### config.mk
export PLATFORM = sky130hd
export DESIGN_NAME = fb_line_writer_flat
export DESIGN_NICKNAME = d
export VERILOG_FILES = /design/src/rtl/fb_line_writer_if.sv /design/src/rtl/fb_line_writer.sv /design/src/flat_wrapper.sv
export SDC_FILE = /design/constraint.sdc
export NUM_CORES = 1
export LEC_CHECK = 0
export CAP_MARGIN = 20
export CORE_MARGIN = 2
export CORE_UTILIZATION = 45
export DETAILED_ROUTE_END_ITERATION = 10
export PLACE_DENSITY = 0.74
export SKIP_CTS_REPAIR_TIMING = 1
export SLEW_MARGIN = 15
export SYNTH_ARGS = -nofsm -noshare
export SYNTH_HDL_FRONTEND = slang
export SYNTH_SLANG_ARGS = --single-unit
export TNS_END_PERCENT = 1
### constraint.sdc
create_clock -name clk -period 4.6 [get_ports clk]
set_input_delay 1.15 -clock clk [delete_from_list [all_inputs] [get_ports clk]]
set_output_delay 1.15 -clock clk [all_outputs]
set_load 0.02 [all_outputs]
### src/rtl/fb_line_writer_if.sv
// Request handshake and framebuffer write port shared by the line writer and its client.
// The slave modport is the line writer's view; master is the renderer/arbiter side.
interface fb_line_writer_if #(
    parameter int CORDW  = 10,
    parameter int COLORW = 3
);
    logic              start;
    logic [CORDW-1:0]  x0;
    logic [CORDW-1:0]  y0;
    logic [CORDW-1:0]  x1;
    logic [CORDW-1:0]  y1;
    logic [COLORW-1:0] color_in;
    logic              stall;
    logic              busy;
    logic              done;
    logic              we;
    logic [CORDW-1:0]  x;
    logic [CORDW-1:0]  y;
    logic [COLORW-1:0] color;

    modport master (
        output start, x0, y0, x1, y1, color_in, stall,
        input  busy, done, we, x, y, color
    );

    modport slave (
        input  start, x0, y0, x1, y1, color_in, stall,
        output busy, done, we, x, y, color
    );
endinterface

### src/rtl/fb_line_writer.sv
// Bresenham line walker feeding the framebuffer write port, one pixel per non-stalled cycle.
// The current walk point lives directly in the x/y output registers.
module fb_line_writer #(
    parameter int CORDW  = 10,
    parameter int WIDTH  = 10,
    parameter int HEIGHT = 10,
    parameter int COLORW = 3
) (
    input  logic            clk,
    input  logic            rst,
    fb_line_writer_if.slave bus
);
    localparam int SW = CORDW + 2;
    localparam logic [CORDW:0]   WIDTH_C  = (CORDW + 1)'(WIDTH);
    localparam logic [CORDW:0]   HEIGHT_C = (CORDW + 1)'(HEIGHT);
    localparam logic [CORDW-1:0] ONE_C    = {{(CORDW-1){1'b0}}, 1'b1};

    typedef enum logic [1:0] {
        ST_IDLE = 2'd0,
        ST_INIT = 2'd1,
        ST_DRAW = 2'd2,
        ST_DONE = 2'd3
    } state_t;

    state_t               state_r, state_s;
    logic                 busy_r, busy_s;
    logic                 done_r, done_s;
    logic                 we_r, we_s;
    logic [CORDW-1:0]     x_r, x_s, y_r, y_s;
    logic [CORDW-1:0]     x1_r, x1_s, y1_r, y1_s;
    logic [COLORW-1:0]    color_r, color_s;
    logic                 sx_r, sx_s, sy_r, sy_s;
    logic signed [SW-1:0] dx_r, dx_s, dy_r, dy_s, err_r, err_s;
    logic signed [SW-1:0] xd_s, yd_s, e2_s, err_a_s;

    function automatic logic in_frame(input logic [CORDW-1:0] px, input logic [CORDW-1:0] py);
        return ({1'b0, px} < WIDTH_C) && ({1'b0, py} < HEIGHT_C);
    endfunction

    function automatic logic [CORDW-1:0] step(input logic [CORDW-1:0] p, input logic up);
        if (up) begin
            return p + ONE_C;
        end else begin
            return p - ONE_C;
        end
    endfunction

    // Next-state and next-output logic for the walk FSM
    always_comb begin
        state_s = state_r;
        busy_s  = busy_r;
        done_s  = 1'b0;
        we_s    = we_r;
        x_s     = x_r;
        y_s     = y_r;
        x1_s    = x1_r;
        y1_s    = y1_r;
        color_s = color_r;
        sx_s    = sx_r;
        sy_s    = sy_r;
        dx_s    = dx_r;
        dy_s    = dy_r;
        err_s   = err_r;
        err_a_s = err_r;
        xd_s    = $signed({2'b00, x1_r}) - $signed({2'b00, x_r});
        yd_s    = $signed({2'b00, y1_r}) - $signed({2'b00, y_r});
        e2_s    = $signed({err_r[SW-2:0], 1'b0});

        case (state_r)
            ST_IDLE: begin
                if (bus.start) begin
                    state_s = ST_INIT;
                    busy_s  = 1'b1;
                    x_s     = bus.x0;
                    y_s     = bus.y0;
                    x1_s    = bus.x1;
                    y1_s    = bus.y1;
                    color_s = bus.color_in;
                end else begin
                    busy_s  = 1'b0;
                    we_s    = 1'b0;
                end
            end
            ST_INIT: begin
                // dx is kept positive, dy negative, as the error term expects
                sx_s    = ~xd_s[SW-1];
                sy_s    = ~yd_s[SW-1];
                dx_s    = xd_s[SW-1] ? -xd_s : xd_s;
                dy_s    = yd_s[SW-1] ? yd_s : -yd_s;
                err_s   = dx_s + dy_s;
                we_s    = in_frame(x_r, y_r);
                state_s = ST_DRAW;
            end
            ST_DRAW: begin
                if (bus.stall) begin
                    state_s = ST_DRAW;
                end else if ((x_r == x1_r) && (y_r == y1_r)) begin
                    state_s = ST_DONE;
                    we_s    = 1'b0;
                    busy_s  = 1'b0;
                    done_s  = 1'b1;
                end else begin
                    // Both axis tests use the error doubled before either update
                    if (e2_s >= dy_r) begin
                        err_a_s = err_a_s + dy_r;
                        x_s     = step(x_r, sx_r);
                    end else begin
                        x_s     = x_r;
                    end
                    if (e2_s <= dx_r) begin
                        err_a_s = err_a_s + dx_r;
                        y_s     = step(y_r, sy_r);
                    end else begin
                        y_s     = y_r;
                    end
                    err_s = err_a_s;
                    we_s  = in_frame(x_s, y_s);
                end
            end
            ST_DONE: begin
                state_s = ST_IDLE;
                busy_s  = 1'b0;
                we_s    = 1'b0;
            end
            default: begin
                state_s = ST_IDLE;
                busy_s  = 1'b0;
                we_s    = 1'b0;
            end
        endcase
    end

    // State and output registers with synchronous reset
    always_ff @(posedge clk) begin
        if (rst) begin
            state_r <= ST_IDLE;
            busy_r  <= 1'b0;
            done_r  <= 1'b0;
            we_r    <= 1'b0;
            x_r     <= {CORDW{1'b0}};
            y_r     <= {CORDW{1'b0}};
            x1_r    <= {CORDW{1'b0}};
            y1_r    <= {CORDW{1'b0}};
            color_r <= {COLORW{1'b0}};
            sx_r    <= 1'b0;
            sy_r    <= 1'b0;
            dx_r    <= {SW{1'b0}};
            dy_r    <= {SW{1'b0}};
            err_r   <= {SW{1'b0}};
        end else begin
            state_r <= state_s;
            busy_r  <= busy_s;
            done_r  <= done_s;
            we_r    <= we_s;
            x_r     <= x_s;
            y_r     <= y_s;
            x1_r    <= x1_s;
            y1_r    <= y1_s;
            color_r <= color_s;
            sx_r    <= sx_s;
            sy_r    <= sy_s;
            dx_r    <= dx_s;
            dy_r    <= dy_s;
            err_r   <= err_s;
        end
    end

    assign bus.busy  = busy_r;
    assign bus.done  = done_r;
    assign bus.we    = we_r;
    assign bus.x     = x_r;
    assign bus.y     = y_r;
    assign bus.color = color_r;
endmodule

### src/flat_wrapper.sv
// flat-port wrapper written by rule: the top's interface ports become plain ports
module fb_line_writer_flat 
#(
    parameter int CORDW  = 10,
    parameter int WIDTH  = 10,
    parameter int HEIGHT = 10,
    parameter int COLORW = 3
)
  (clk, rst, bus_start, bus_x0, bus_y0, bus_x1, bus_y1, bus_color_in, bus_stall, bus_busy, bus_done, bus_we, bus_x, bus_y, bus_color);
  fb_line_writer_if #(.CORDW(CORDW), .COLORW(COLORW)) bus_i ();
  input  logic clk;
  input  logic rst;
  input wire logic [$bits(bus_i.start)-1:0] bus_start;
  input wire logic [$bits(bus_i.x0)-1:0] bus_x0;
  input wire logic [$bits(bus_i.y0)-1:0] bus_y0;
  input wire logic [$bits(bus_i.x1)-1:0] bus_x1;
  input wire logic [$bits(bus_i.y1)-1:0] bus_y1;
  input wire logic [$bits(bus_i.color_in)-1:0] bus_color_in;
  input wire logic [$bits(bus_i.stall)-1:0] bus_stall;
  output wire logic [$bits(bus_i.busy)-1:0] bus_busy;
  output wire logic [$bits(bus_i.done)-1:0] bus_done;
  output wire logic [$bits(bus_i.we)-1:0] bus_we;
  output wire logic [$bits(bus_i.x)-1:0] bus_x;
  output wire logic [$bits(bus_i.y)-1:0] bus_y;
  output wire logic [$bits(bus_i.color)-1:0] bus_color;
  assign bus_i.start = bus_start;
  assign bus_i.x0 = bus_x0;
  assign bus_i.y0 = bus_y0;
  assign bus_i.x1 = bus_x1;
  assign bus_i.y1 = bus_y1;
  assign bus_i.color_in = bus_color_in;
  assign bus_i.stall = bus_stall;
  assign bus_busy = bus_i.busy;
  assign bus_done = bus_i.done;
  assign bus_we = bus_i.we;
  assign bus_x = bus_i.x;
  assign bus_y = bus_i.y;
  assign bus_color = bus_i.color;
  fb_line_writer #(.CORDW(CORDW), .WIDTH(WIDTH), .HEIGHT(HEIGHT), .COLORW(COLORW)) u_core (.clk(clk), .rst(rst), .bus(bus_i));
endmodule
; ---- After elaboration in Yosys (flattened, before gate mapping)
; Cells that the tools add are included.
[totals]
ff_bits = 86
inputBits = 47
[classes]
addsub = 11
n_lt_le_gt_ge = 6
n_eq_ne = 11
mux = 41
bitwise_logic = 3
n_reduce_logical = 14
[op_table]
columns = operator, count
row1 = $mux 10, 16
row2 = $mux 12, 9
row3 = $lt 10x4->1 const B, 4
row4 = $pmux 10 s2, 2
row5 = $add 12x12->12, 3
row6 = $neg 12->12, 2
row7 = $pmux 12 s2, 1
row8 = $sub 10x10->11, 2
row9 = $add 10x1->10 const B, 2
row10 = $eq 10x10->1, 2
row11 = $sub 10x1->10 const B, 2
row12 = $ge 12x12->1, 1
row13 = $le 12x12->1, 1
row14 = $ne 2x2->1 const B, 4
row15 = $pmux 2 s4, 1
row16 = $mux 1, 7
row17 = $mux 2, 3
row18 = $reduce_and 2->1, 3
row19 = $reduce_and 3->1, 2
row20 = $eq 2x2->1 const B, 2
row21 = $pmux 1 s4, 1
row22 = $reduce_and 4->1, 1
row23 = $reduce_bool 2->1, 2
row24 = $logic_and 1x1->1, 3
row25 = 8 further kinds, 10

; ---- Longest topological paths before layout
[depth]
depth_word = 11
depth_mapped = 22
mapped_depth_nobuf = 21

; ---- Worst setup path after synthesis
; No wires, ideal clock.
[synth_timing]
path_type = register -> register
from = reg u_core.y_r[5], in the netlist u_core.bus.y[5]
to = reg u_core.err_r[10]
setup_time_ns = 0.133
t_arrival_ns = 4.281
t_required_ns = 4.467
path_slack_ns = 0.187
stages_incl_launch_ff = 22
synth_period_minus_slack_ns = 4.413
path_cell_list = dfxtp_1 > inv_1 > ha_1 > buf_2 > a211oi_1 > nor2_1 > nor3_2 > nor2_1 > a211oi_1 > buf_2 > nor2_1 > xnor2_1 > ha_1 > nor2b_1 > o21ai_0 > nand2b_1 > a22o_1 > o41ai_1 > o21ai_0 > xor2_1 > mux2i_1 > nor4_2
[synth_between]
elab_chain_len = 5
word_cells_on_any_way = 9
classes_between = add/sub (3) / eq/ne (2) / mux (2) / reduce/logical (2)
[synth_lines]
columns = item, line
row1 = from (decl), fb_line_writer.sv:29  ; logic [CORDW-1:0] x_r, x_s, y_r, y_s;
row2 = from (signal assigned), fb_line_writer.sv:141  ; y_r <= {CORDW{1'b0}};
row3 = from (signal assigned), fb_line_writer.sv:156  ; y_r <= y_s;
row4 = $sub 10x10->11, fb_line_writer.sv:66  ; yd_s = $signed({2'b00, y1_r}) - $signed({2'b00, y_r});
row5 = $neg 12->12, fb_line_writer.sv:89  ; dy_s = yd_s[SW-1] ? yd_s : -yd_s;
row6 = $mux 12, fb_line_writer.sv:89
row7 = $add 12x12->12, fb_line_writer.sv:90  ; err_s = dx_s + dy_s;
row8 = $pmux 12 s2, fb_line_writer.sv:69  ; case (state_r)
row9 = to (signal assigned), fb_line_writer.sv:149  ; err_r <= {SW{1'b0}};
row10 = to (signal assigned), fb_line_writer.sv:164  ; err_r <= err_s;
row11 = to (decl), fb_line_writer.sv:33  ; logic signed [SW-1:0] dx_r, dx_s, dy_r, dy_s, err_r, err_s;
; Parallel ways exist; a longest one is shown, timed or not.
; A chain may end at the register's enable or synchronous reset.

; ---- Final worst setup path
[layout_timing]
from = reg u_core.dy_r[10]
to = reg u_core.err_r[9]
[layout_between]
elab_chain_len = 10
[layout_lines]
columns = item, line
row1 = from (decl), fb_line_writer.sv:33
row2 = from (signal assigned), fb_line_writer.sv:148  ; dy_r <= {SW{1'b0}};
row3 = from (signal assigned), fb_line_writer.sv:163  ; dy_r <= dy_s;
row4 = $ge 12x12->1 *, fb_line_writer.sv:104  ; if (e2_s >= dy_r) begin
row5 = $mux 12 *, fb_line_writer.sv:104
row6 = $mux 12 *, fb_line_writer.sv:97  ; end else if ((x_r == x1_r) && (y_r == y1_r)) begin
row7 = $mux 12 *, fb_line_writer.sv:95  ; if (bus.stall) begin
row8 = $mux 12 *, fb_line_writer.sv:69
row9 = $add 12x12->12, fb_line_writer.sv:111  ; err_a_s = err_a_s + dx_r;
row10 = $mux 12 *, fb_line_writer.sv:110  ; if (e2_s <= dx_r) begin
row11 = $mux 12 *, fb_line_writer.sv:97
row12 = $mux 12 *, fb_line_writer.sv:95
row13 = $pmux 12 s2 *, fb_line_writer.sv:69
; Every way passes the cells marked *; elsewhere a longest branch is shown, timed or not. The select of a mux whose other input is x is not followed.

==> impl_metrics.yaml <==
grt:
  grt_pass1_wl_um: 36300
  use_met2_pct: 40.8
  grt.busiest_layer: "met2"
  use_met3_pct: 3.27
  grt-ovfl-total: 0
  grt_use_met1_pct: 32.5
  grt_max_degree: 45
  antenna_found_initial: 0
  grtUsageTotal_pct: 25.4
  grt_pass1_vias: 7213
clock_network:
  cts_inserted_buffers: 9
  clkSinkCount: 85
  clockBufferDepth: 2
  cts_tree: "yes"
  clk_pin_slew_ns: 0.06
  clock-root-buffer: "clkbuf_16"
  htreeDepth: 3
  insertion_delay_ns: 0.35
final_layout:
  n_antenna_cell: 0
  layout_common_cells: "117 x nor2_1, 101 x nand2_1, 93 x ha_1"
  fin_cells: 1304
  area_growth_pct: 20.5
  layout-drive-gt1-share_pct: 9.13
  finalNetCount: 1227
  final_common_cell: "nor2_1"
critical_path:
  crit_path_start: "u_core.dy_r[10]$_SDFFE_PP0P_"
  r2r_end: "u_core.err_r[9]$_SDFFE_PP0P_"
  worstPathRequired_ns: 4.85
  crit_family: "compound AO/OA/AOI/OAI gates"
  worstPathArrival_ns: 4.64
  cp_max_fo: 32
  worst-setup-path-type: "register to register"
  path_depth: 18
  reg2reg_depth: 18
  crit_path_end: "u_core.err_r[9]$_SDFFE_PP0P_"
  crit_chain: "inv_1 -> ha_1 -> and4_1 -> a221oi_2 -> a21oi_2 -> a211oi_4 -> buf_8 -> mux2i_2 -> ha_1 -> a21o_1 -> a21oi_1 -> o21ai_0 -> o21ai_0 -> nand2b_1 -> a21oi_1 -> nor4bb_1 -> o31ai_1 -> nor3_1"
  crit_slowest_cell: "dfxtp_4"
  cp-start-kind: "register"
  crit_path_max_incr_delay_ns: 0.38
  crit_path_end_kind: "register"
  r2r_slack_ns: 0.21
  r2r_start: "u_core.dy_r[10]$_SDFFE_PP0P_"
  path_buf_inv: 2
logic_synthesis:
  synth_fp_nets: 1144
  yosysWarnings: 0
  ys_types: 78
  ys_ff_latch: 85
  synthCells: 996
  synth_area_per_cell_um2: 7.72
  synth.yosys.seq_area_share_pct: 22.1
  synth-edff-count: 0
  synthArstFlopShare_pct: 0
  synth-main-ff-cell: "dfxtp_1"
  mappedNetlistArea_um2: 7690
placed_design:
  hpwl_um: 17600
  io_buffers: 72
  place_ws_ns: 0.0389
  dp.cells: 1287
  globalplace.congestion: 0.948
timing:
  max_freq_mhz: 228
  setup_viol: 0
  worstMarginPinSlew_ns: 0.848
  fin_crit_ns: 4.39
  relSlewSlack_pct: 43.5
  fin_ws_ns: 0.213
  skew_ns: 0.00825
  hold_slack_ns: 0.454
  report.final.slew_viol_count: 0
  hold_viol: 0
  min_period_over_period_pct: 95.4
  rsz0062_at_grt: "no"
route:
  wl_per_cell_um: 17.5
  drtAntennaViolNets: 0
  via_per_inst: 5.79
  drt_iter0_drc: 393
  drc: 0
  num_vias: 7544
  first_pass_iters: 4
  wirelength_um: 22800
min_path:
  hp-class: "register to register"
outcome:
  outcome: "finished, final reports clean"
die:
  row_count: 47
  dieArea_um2: 18200
  start_util_pct: 46.2
  core_um2: 16600
  ios: 73
  fp.dieH_um: 135
  die_w_um: 135
job:
  maxCapViolations: 0
-- flip-flops by register name (all words and copies together) (netlist names) --
name	count
u_core.dx_r	12
u_core.dy_r	12
u_core.err_r	11
u_core.bus.x	10
u_core.bus.y	10
u_core.x1_r	10
u_core.y1_r	10
u_core.bus.color	3
u_core.state_r	2
u_core.bus.busy	1
u_core.bus.done	1
u_core.bus.we	1
u_core.sx_r	1
u_core.sy_r	1
-- synthesized netlist by cell type (11+ instances only) --
master | count | area, µm²
nor2_1 | 119 | 447
nand2_1 | 101 | 379
ha_1 | 94 | 1180
dfxtp_1 | 85 | 1700
a21oi_1 | 77 | 385
inv_1 | 74 | 278
o21ai_0 | 47 | 235
nor3_1 | 31 | 155
xnor2_1 | 31 | 272
xor2_1 | 30 | 263
a211oi_1 | 28 | 210
clkbuf_1 | 26 | 97.6
mux2i_1 | 26 | 260
nand3_1 | 15 | 75.1
a21o_1 | 13 | 97.6
nand4_1 | 13 | 81.3
o22ai_1 | 11 | 68.8
-- how the worst min path moves through the flow --
stage | to | from | slack [ns] | cells after the start
6_report | u_core.y1_r[0]$_SDFFE_PP0P_ | u_core.y1_r[0]$_SDFFE_PP0P_ | 0.45 | 2
5_1_grt | u_core.bus.color[1]$_SDFFE_PP0P_ | u_core.bus.color[1]$_SDFFE_PP0P_ | 0.47 | 2
4_1_cts | u_core.y1_r[0]$_SDFFE_PP0P_ | u_core.y1_r[0]$_SDFFE_PP0P_ | 0.46 | 2
3_5_place_dp | u_core.y1_r[0]$_SDFFE_PP0P_ | u_core.y1_r[0]$_SDFFE_PP0P_ | 0.45 | 2
3_3_place_gp | u_core.bus.color[1]$_SDFFE_PP0P_ | u_core.bus.color[1]$_SDFFE_PP0P_ | 0.44 | 2
2_1_floorplan | u_core.dx_r[11]$_SDFFE_PP0P_ | u_core.dx_r[11]$_SDFFE_PP0P_ | 0.42 | 2
-- worst min-delay path: stages, from the launching register on --
cell and delay [ns]:
dfxtp_1 0.31, nand2_1 0.05, a21oi_1 0.05
-- layout make-up --
| type | instances | area [µm²] |
|---|---|---|
| well taps | 220 | 275 |
| repair buffers | 109 | 1000 |
| multi-input cells | 800 | 5640 |
| clock inverters | 6 | 134 |
| inverters | 74 | 278 |
| flip-flops and latches | 85 | 1710 |
| clock buffers | 10 | 239 |
| fillers | 1539 | 7370 |
-- stage by stage --
stage / setup TNS (ns) / cell area (µm²) / util [%]
2_1_floorplan: 0 / 7690 / -
3_3_place_gp: 0 / 8810 / 53.0
3_5_place_dp: 0 / 8810 / 53.0
4_1_cts: -0.00158 / 9190 / 55.2
5_1_grt: 0 / 9270 / 55.7
6_report: 0 / 9270 / 55.7
-- logic make-up (layout without fill, tap and decap cells) --
family	count (synthesis)	after routing	synth area share (%)
muxes	30	30	3.97
buffers and inverters	111	199	5.56
DFF	85	85	22.1
AOI/OAI and AO/OA	259	259	22.5
and+or+nand+nor	348	348	21.5
adders and majority gates	101	101	17.1
xor gates and xnor gates	62	62	7.25
-- routing by layer --
metal  wire length (µm)  part of all wire (%)
met1               9990                    44
met2              10500                    46
met3               1190                   5.2
met4               1150                   5.0
met5                  0                     0
Power is left out: the tool's default activity adds up to more than one toggle a clock period on the data nets, which glitch-free logic cannot reach.
